## config.mk

```make
export PLATFORM = sky130hd
export DESIGN_NAME = avalon_peripheral_arbiter
export DESIGN_NICKNAME = d
export VERILOG_FILES = /design/src/rtl/avalon_peripheral_arbiter_pkg.sv /design/src/rtl/avalon_peripheral_arbiter_rr_arbiter.sv /design/src/rtl/avalon_peripheral_arbiter.sv
export SDC_FILE = /design/constraint.sdc
export NUM_CORES = 1
export LEC_CHECK = 0
export CAP_MARGIN = 20
export CORE_MARGIN = 1.5
export CORE_UTILIZATION = 37
export CTS_CLUSTER_SIZE = 16
export DETAILED_ROUTE_END_ITERATION = 10
export PLACE_DENSITY = 0.77
export SKIP_CTS_REPAIR_TIMING = 1
export SLEW_MARGIN = 20
export SYNTH_ARGS = -nofsm -noshare
export SYNTH_HDL_FRONTEND = slang
export SYNTH_HIERARCHICAL = 1
export SYNTH_SLANG_ARGS = --single-unit
```

## constraint.sdc

```tcl
create_clock -name clk -period 1.9 [get_ports clk]
set_input_delay 0.475 -clock clk [delete_from_list [all_inputs] [get_ports clk]]
set_output_delay 0.475 -clock clk [all_outputs]
set_load 0.005 [all_outputs]
```

## src/rtl/avalon_peripheral_arbiter_pkg.sv

```systemverilog
// Shared types for the Avalon peripheral arbiter: FSM state and latched operation.
package avalon_arb_pkg;

    typedef enum logic [1:0] {
        IDLE    = 2'd0,
        ISSUE   = 2'd1,
        WAIT_RD = 2'd2
    } state_t;

    typedef enum logic {
        OP_READ  = 1'b0,
        OP_WRITE = 1'b1
    } op_t;

endpackage

```

## src/rtl/avalon_peripheral_arbiter_rr_arbiter.sv

```systemverilog
// Combinational round-robin picker: searches upward from the master after last_grant_i.
module rr_arbiter #(
    parameter int MASTERS = 2,
    parameter int IDX_W   = $clog2(MASTERS)
) (
    input  logic [MASTERS-1:0] req_i,
    input  logic [IDX_W-1:0]   last_grant_i,
    input  logic               en_i,
    output logic [MASTERS-1:0] gnt_o,
    output logic [IDX_W-1:0]   gnt_idx_o,
    output logic               any_req_o
);

    logic             found_s;
    logic [IDX_W-1:0] cand_s;

    // Pick the first requesting master after last_grant_i, wrapping around.
    always_comb begin
        found_s   = 1'b0;
        cand_s    = '0;
        gnt_idx_o = '0;
        for (int i = 1; i <= MASTERS; i++) begin
            cand_s = IDX_W'((int'(last_grant_i) + i) % MASTERS);
            if (!found_s && en_i && req_i[cand_s]) begin
                found_s   = 1'b1;
                gnt_idx_o = cand_s;
            end else begin
                found_s   = found_s;
            end
        end
        if (found_s) begin
            gnt_o = MASTERS'(1) << gnt_idx_o;
        end else begin
            gnt_o = '0;
        end
    end

    assign any_req_o = |req_i;

endmodule

```

## src/rtl/avalon_peripheral_arbiter.sv

```systemverilog
// Shares one Avalon-style peripheral register port between MASTERS masters,
// one access at a time, with round-robin grant and a read timeout.
module avalon_peripheral_arbiter
    import avalon_arb_pkg::*;
#(
    parameter int                MASTERS  = 2,
    parameter int                ADDR_W   = 2,
    parameter int                DATA_W   = 32,
    parameter int                TIMEOUT  = 15,
    parameter logic [DATA_W-1:0] ERR_DATA = 32'hDEAD_BEEF
) (
    input  logic                           clk,
    input  logic                           reset,
    input  logic [MASTERS-1:0]             m_read,
    input  logic [MASTERS-1:0]             m_write,
    input  logic [MASTERS-1:0][ADDR_W-1:0] m_address,
    input  logic [MASTERS-1:0][DATA_W-1:0] m_data_in,
    output logic [MASTERS-1:0]             m_waitrequest,
    output logic [MASTERS-1:0]             m_read_valid,
    output logic [DATA_W-1:0]              m_data_out,
    output logic                           s_read,
    output logic                           s_write,
    output logic [ADDR_W-1:0]              s_address,
    output logic [DATA_W-1:0]              s_data_in,
    input  logic                           s_read_valid,
    input  logic [DATA_W-1:0]              s_data_out,
    output logic                           timeout_err
);

    localparam int IDX_W = $clog2(MASTERS);
    localparam int CNT_W = $clog2(TIMEOUT + 1);
    localparam logic [CNT_W-1:0] TO_CNT = CNT_W'(TIMEOUT);

    state_t               state_q, state_d;
    op_t                  op_q, op_d;
    logic [IDX_W-1:0]     last_grant_q, last_grant_d;
    logic [CNT_W-1:0]     cnt_q, cnt_d;
    logic                 s_read_q, s_read_d, s_write_q, s_write_d;
    logic [ADDR_W-1:0]    s_address_q, s_address_d;
    logic [DATA_W-1:0]    s_data_in_q, s_data_in_d;
    logic [MASTERS-1:0]   m_read_valid_q, m_read_valid_d;
    logic [DATA_W-1:0]    m_data_out_q, m_data_out_d;
    logic                 timeout_q, timeout_d;

    logic [MASTERS-1:0]   gnt_s;
    logic [IDX_W-1:0]     gnt_idx_s;
    logic                 any_req_s;
    logic                 arb_en_s;
    logic                 accept_s;
    logic                 rd_done_s;
    logic                 tmo_s;

    // Grants are only offered in IDLE; suppressed while reset is held.
    assign arb_en_s = (state_q == IDLE) && !reset;

    rr_arbiter #(
        .MASTERS (MASTERS),
        .IDX_W   (IDX_W)
    ) u_rr (
        .req_i        (m_read | m_write),
        .last_grant_i (last_grant_q),
        .en_i         (arb_en_s),
        .gnt_o        (gnt_s),
        .gnt_idx_o    (gnt_idx_s),
        .any_req_o    (any_req_s)
    );

    assign accept_s  = arb_en_s && any_req_s;
    assign rd_done_s = s_read_valid &&
                       (((state_q == ISSUE) && (op_q == OP_READ)) || (state_q == WAIT_RD));
    // A return in the same cycle as the limit wins over the timeout.
    assign tmo_s     = (state_q == WAIT_RD) && !s_read_valid && (cnt_q == TO_CNT);

    // State and datapath registers with synchronous reset.
    always_ff @(posedge clk) begin
        if (reset) begin
            state_q        <= IDLE;
            op_q           <= OP_READ;
            last_grant_q   <= IDX_W'(MASTERS - 1);
            cnt_q          <= '0;
            s_read_q       <= 1'b0;
            s_write_q      <= 1'b0;
            s_address_q    <= '0;
            s_data_in_q    <= '0;
            m_read_valid_q <= '0;
            m_data_out_q   <= '0;
            timeout_q      <= 1'b0;
        end else begin
            state_q        <= state_d;
            op_q           <= op_d;
            last_grant_q   <= last_grant_d;
            cnt_q          <= cnt_d;
            s_read_q       <= s_read_d;
            s_write_q      <= s_write_d;
            s_address_q    <= s_address_d;
            s_data_in_q    <= s_data_in_d;
            m_read_valid_q <= m_read_valid_d;
            m_data_out_q   <= m_data_out_d;
            timeout_q      <= timeout_d;
        end
    end

    // Next-state logic.
    always_comb begin
        state_d = state_q;
        case (state_q)
            IDLE: begin
                if (accept_s) begin
                    state_d = ISSUE;
                end else begin
                    state_d = IDLE;
                end
            end
            ISSUE: begin
                if (op_q == OP_WRITE || s_read_valid) begin
                    state_d = IDLE;
                end else begin
                    state_d = WAIT_RD;
                end
            end
            WAIT_RD: begin
                if (rd_done_s || tmo_s) begin
                    state_d = IDLE;
                end else begin
                    state_d = WAIT_RD;
                end
            end
            default: state_d = IDLE;
        endcase
    end

    // Command latch, timeout counter and registered completion outputs.
    always_comb begin
        op_d           = op_q;
        last_grant_d   = last_grant_q;
        s_address_d    = s_address_q;
        s_data_in_d    = s_data_in_q;
        s_write_d      = 1'b0;
        s_read_d       = 1'b0;
        m_read_valid_d = '0;
        m_data_out_d   = m_data_out_q;
        timeout_d      = tmo_s;

        case (state_q)
            ISSUE:   cnt_d = '0;
            WAIT_RD: cnt_d = (cnt_q == TO_CNT) ? cnt_q : cnt_q + CNT_W'(1);
            default: cnt_d = '0;
        endcase

        if (accept_s) begin
            op_d         = m_write[gnt_idx_s] ? OP_WRITE : OP_READ;
            last_grant_d = gnt_idx_s;
            s_address_d  = m_address[gnt_idx_s];
            s_data_in_d  = m_data_in[gnt_idx_s];
            s_write_d    = m_write[gnt_idx_s];
            s_read_d     = !m_write[gnt_idx_s];
        end else begin
            op_d         = op_q;
        end

        if (rd_done_s) begin
            m_read_valid_d = MASTERS'(1) << last_grant_q;
            m_data_out_d   = s_data_out;
        end else if (tmo_s) begin
            m_read_valid_d = MASTERS'(1) << last_grant_q;
            m_data_out_d   = ERR_DATA;
        end else begin
            m_read_valid_d = '0;
        end
    end

    assign m_waitrequest = ~gnt_s;
    assign m_read_valid  = m_read_valid_q;
    assign m_data_out    = m_data_out_q;
    assign s_read        = s_read_q;
    assign s_write       = s_write_q;
    assign s_address     = s_address_q;
    assign s_data_in     = s_data_in_q;
    assign timeout_err   = timeout_q;

endmodule
```

Yosys cells after proc, flatten, opt, wreduce, memory -nomap -nowiden
Cells that the tools add are included.

Add/subtract/negate cells: 3. Magnitude comparators: 3. Equality and inequality tests: 3. Shifts and indexed selects: 2. Mux-type cells: 24. Bitwise operators: 5. Reductions and logical operators: 21.

Operators by type and width (count): two-way mux 32 bit (4); two-way mux 2 bit (7); two-way mux 1 bit (12); logical AND 1 bit (9); < comparator 1 x 2 -> 1 bit, second input constant (3); case mux 2 bit (3 select lines) (1); OR reduction 2 bit (3); adder 4 x 1 -> 4 bit, second input constant (1); == test 4 bit, second input constant (1); zero test 1 bit (4); << shifter 1 x 1 -> 2 bit, first input constant (2); logical OR 1 bit (3); NOT 1 bit (3); adder 1 bit, second input constant (2); == test 2 x 1 -> 1 bit, second input constant (1); == test 2 bit, second input constant (1); zero test 2 bit (1); NOT 2 bit (1); OR 2 bit (1); nonzero test 2 bit (1).

Register bits: 79. Bits of input ports: 107. Output and inout port bits: 73.

Logic depth before layout (Yosys ltp)
Depth in word-level cells: 12. Mapped depth: 8.

Cells and area by module
The synthesis kept the hierarchy.

By module, submodules not included: avalon_peripheral_arbiter (times used 1, cells each 354, area an instance 3703.6 µm²); rr_arbiter (times used 1, cells each 7, area an instance 32.5 µm²).

Worst setup path after synthesis
No wires, ideal clock.

Path type: input -> register. From: input port reset. To: register op_q. Arrival: 1.882 ns. Data required time: 1.784 ns. Slack: -0.098 ns. Stages: 8. Buffers on the path: 2. Path through: buf_2 -> nor3_2 -> nand2_1 -> a21oi_1 -> buf_2 -> mux2_2 -> and2_1 -> a31o_2.

Word-level cells in the longest chain between the ends: 11. Elaborated cells on any way between the ends: 13.

Ends and longest elaborated chain: start: declaration (line avalon_peripheral_arbiter.sv:13) `input logic reset,`; zero test 1 bit * (line avalon_peripheral_arbiter.sv:54) `assign arb_en_s = (state_q == IDLE) && !reset;`; logical AND 1 bit * (line avalon_peripheral_arbiter.sv:54); via arb_en_s (line avalon_peripheral_arbiter.sv:48) `logic arb_en_s;`; logical AND 1 bit (line avalon_peripheral_arbiter_rr_arbiter.sv:24) `if (!found_s && en_i && req_i[cand_s]) begin`; two-way mux 1 bit (line avalon_peripheral_arbiter_rr_arbiter.sv:24); zero test 1 bit (line avalon_peripheral_arbiter_rr_arbiter.sv:24); logical AND 1 bit (2 in series) (line avalon_peripheral_arbiter_rr_arbiter.sv:24); two-way mux 1 bit * (line avalon_peripheral_arbiter_rr_arbiter.sv:24); via gnt_idx_s (line avalon_peripheral_arbiter.sv:46) `logic [IDX_W-1:0] gnt_idx_s;`; two-way mux 1 bit (implied by the code) * (2 in series) (line avalon_peripheral_arbiter.sv:151) `op_d = m_write[gnt_idx_s] ? OP_WRITE : OP_READ;`; two-way mux 1 bit * (line avalon_peripheral_arbiter.sv:151); end signal: assignment (line avalon_peripheral_arbiter.sv:90) `op_q <= op_d;`; end: declaration (line avalon_peripheral_arbiter.sv:35) `op_t op_q, op_d;`.

Mark *: on every way through the listed nets, which the timed path passes. The rest lies on a longest branch. The select of a mux whose other input is x is not followed. A chain may end at the register's enable or synchronous reset.

Final worst setup path
From: register state_q[1]. To: output port m_waitrequest[1].

Word-level cells in the longest chain between the ends: 11. Elaborated cells on any way between the ends: 13.

Ends and longest elaborated chain: start: declaration (line avalon_peripheral_arbiter.sv:34) `state_t state_q, state_d;`; start signal: assignment (line avalon_peripheral_arbiter.sv:89) `state_q <= state_d;`; zero test 2 bit * (line avalon_peripheral_arbiter.sv:54); logical AND 1 bit * (line avalon_peripheral_arbiter.sv:54); via arb_en_s (line avalon_peripheral_arbiter.sv:48); logical AND 1 bit (line avalon_peripheral_arbiter_rr_arbiter.sv:24); two-way mux 1 bit (line avalon_peripheral_arbiter_rr_arbiter.sv:24); zero test 1 bit (line avalon_peripheral_arbiter_rr_arbiter.sv:24); logical AND 1 bit (2 in series) (line avalon_peripheral_arbiter_rr_arbiter.sv:24); two-way mux 1 bit (line avalon_peripheral_arbiter_rr_arbiter.sv:24); << shifter 1 x 1 -> 2 bit (line avalon_peripheral_arbiter_rr_arbiter.sv:32) `gnt_o = MASTERS'(1) << gnt_idx_o;`; two-way mux 2 bit * (line avalon_peripheral_arbiter_rr_arbiter.sv:31) `if (found_s) begin`; via gnt_s[1] (line avalon_peripheral_arbiter.sv:45) `logic [MASTERS-1:0] gnt_s;`; NOT 2 bit * (line avalon_peripheral_arbiter.sv:172) `assign m_waitrequest = ~gnt_s;`; end: declaration (line avalon_peripheral_arbiter.sv:18) `output logic [MASTERS-1:0] m_waitrequest,`.

Mark *: on every way through the listed nets, which the timed path passes. The rest lies on a longest branch.

==> out/metrics.cfg <==
[synth]
async_flop_share_pct=0
synth_top_flop_cell=dfxtp_1
syn_nets=469
synth_common_cells=dfxtp_1, a211oi_2, nor2_1
synth_edf_count=0
synth-seq-area-share_pct=42.3
synth_top_area_cell=dfxtp_1
syn_area_per_cell_um2=10.3
synth_warnings=6
ys_seq_elements=79
syn-cell-area_um2=3740
netlist_top_cells_area=dfxtp_1, a211oi_2, mux2i_1
synth_most_common_cell=dfxtp_1
syn-instance-count=361
yosysTopAreaCellShare_pct=42.3
yosysUniqueCellTypes=38

[timing]
worst_pin_slew_ps=804
setup_viol=0
skew_ps=7.38
relSlewSlack_pct=46.4
layout_worst_path_cycle_share_pct=97.8
period_minus_slack_ps=1860
rsz0062_at_grt=yes
drv_slew=0
max_freq_mhz=538
finalHoldViolCount=0
finalHoldWorstSlack_ps=482

[route]
drc=0
drt_iter0_markers=107
post_drt_wl_per_cell_um=16.1
wl_um=10900
vias=3459
ant_nets=0
vias_per_cell=5.11
drt-pass1-iter-count=4

[worst_setup_path]
cp_data_arrival_time_ps=1380
start_kind=flop
r2r-end=op_q
endpoint=m_waitrequest[1]
r2r_cells=6
crit_start=state_q[1]
path_class=reg2out
crit_required_ps=1420
reg2reg_slack_ps=150
r2r_start=state_q[1]
end_kind=output pin
cp_max_fo=3

[place]
dp_hpwl_um=7880
place.gp.congestion=0.753
port_buffers=179

[final_layout]
diodes=0
syn_to_final_growth_pct=59.6
drive_gt1_share_pct=19.1
fin_nets=647
utilization_pct=61.0

[grt]
grt_use_met1_pct=22.4
gr-max-usage-layer=met2
grt_pass1_vias=3232
grt_max_degree=63
met2_usage_pct=32.0
track_usage_pct=19.5
antenna_found_initial=0
overflow=0
grt_pass1_wl_um=15900
use_met3_pct=7.66

[floorplanning]
num_rows=36
core_area_um2=9770
die_area_um2=10700
die_w_um=103
initial_core_util_pct=38.2
design.portCount=180
die_h_um=103

[pwr]
pwr_density_cell_nw_per_um2=709
power_leakage_nw=2.15
ir_worst_vdd_mv=0.348
power_w=0.00423

[clock_network]
clk_pin_slew_ps=80
clockBufferDepth=2
numCtsBuffers=9
clock_sinks=79
clockRootBuffer=clkbuf_8
cts_tree=built
insertion_delay_ps=350
htree_levels=3

[flow_run]
drv_cap=0

[outcome]
outcome=complete, no violations

[hold_path]
hold_path_class=in2reg

## placed cells by master (no fill, tap or decap), types with 2 or more instances in the layout
cell type,count
clkinv_2,3
clkbuf_1,2
nor3_1,3
buf_4,21
or2_4,2
a211oi_1,39
buf_12,4
clkdlybuf4s50_1,172
nand2_1,7
dfxtp_1,78
clkinv_1,2
a21oi_2,2
nor2_1,40
nand3_1,2
inv_1,5
o2111a_1,7
clkbuf_8,10
a211oi_2,46
mux2i_1,34
a21oi_1,27
a41o_1,7
dlymetal6s2s_1,5
## through the flow
step	cell area (um^2)	std cells	worst slack [ps]	TNS (ps)
after global placement	5710	659	-495	-14160
after detailed placement	5710	659	-521	-16470
after floorplan	3760	361	1.51	0
after global routing	5960	677	-54.9	-72.9
after CTS	5900	675	-532	-2090
final	5960	677	42.3	0
## power by group
| part | switching [W] | total, W | leakage, nW | internal, W |
|---|---|---|---|---|
| logic | 0.000453 | 0.00111 | 1.40 | 0.000661 |
| registers | 0.0000770 | 0.00187 | 0.650 | 0.00180 |
| clock network | 0.000601 | 0.00124 | 0.100 | 0.000638 |
| total | 0.00113 | 0.00423 | 2.15 | 0.00310 |
## routing by layer
metal,wire [um],vias up
li1,-,1713
met1,4330,1587
met2,5360,141
met3,989,18
met4,255,0
met5,0,-
## sequential cells by signal (all words and copies together), names as in the netlist
| signal | cells |
|---|---|
| s_write | 1 |
| cnt_q | 4 |
| last_grant_q | 1 |
| m_read_valid | 2 |
| state_q | 2 |
| timeout_err | 1 |
| s_data_in | 32 |
| op_q | 1 |
| s_read | 1 |
| m_data_out | 32 |
| s_address | 2 |
## cell families after synthesis
logic type / count (synthesis) / share of synthesized area (%)
AO/OA/AOI/OAI: 135 / 32.8
XOR/XNOR: 1 / 0.234
adder cells (fa/ha/maj): 1 / 0.335
buffers and inverters: 46 / 7.10
flip-flops: 79 / 42.3
multiplexers: 35 / 9.41
AND/OR/NAND/NOR: 64 / 7.84
## worst max-delay path, stage by stage, from the launching register on
cell and delay, ps:
dfxtp_2 340, nor3_4 290, nand2_4 90, a21oi_2 110, inv_1 50, dlymetal6s2s_1 140
## layout make-up
type	count	area [um^2]
Multi-Input combinational cell	236	1940
Sequential cell	79	1580
Clock buffer	12	145
Timing Repair Buffer	205	2060
Fill cell	850	3810
Tap cell	133	166
Clock inverter	4	45.0
Inverter	8	30.0
## worst min path at each step
stage	from	to	slack (ps)	depth (start not counted)
2_1_floorplan	m_data_out[29]	m_data_out[29]	450	2
3_3_place_gp	m_data_out[29]	m_data_out[29]	450	2
3_5_place_dp	m_data_out[29]	m_data_out[29]	470	2
4_1_cts	m_data_out[29]	m_data_out[29]	490	2
5_1_grt	m_write[0]	s_read	470	3
6_report	m_write[0]	s_read	480	3
(Power assumes the default switching activity.)
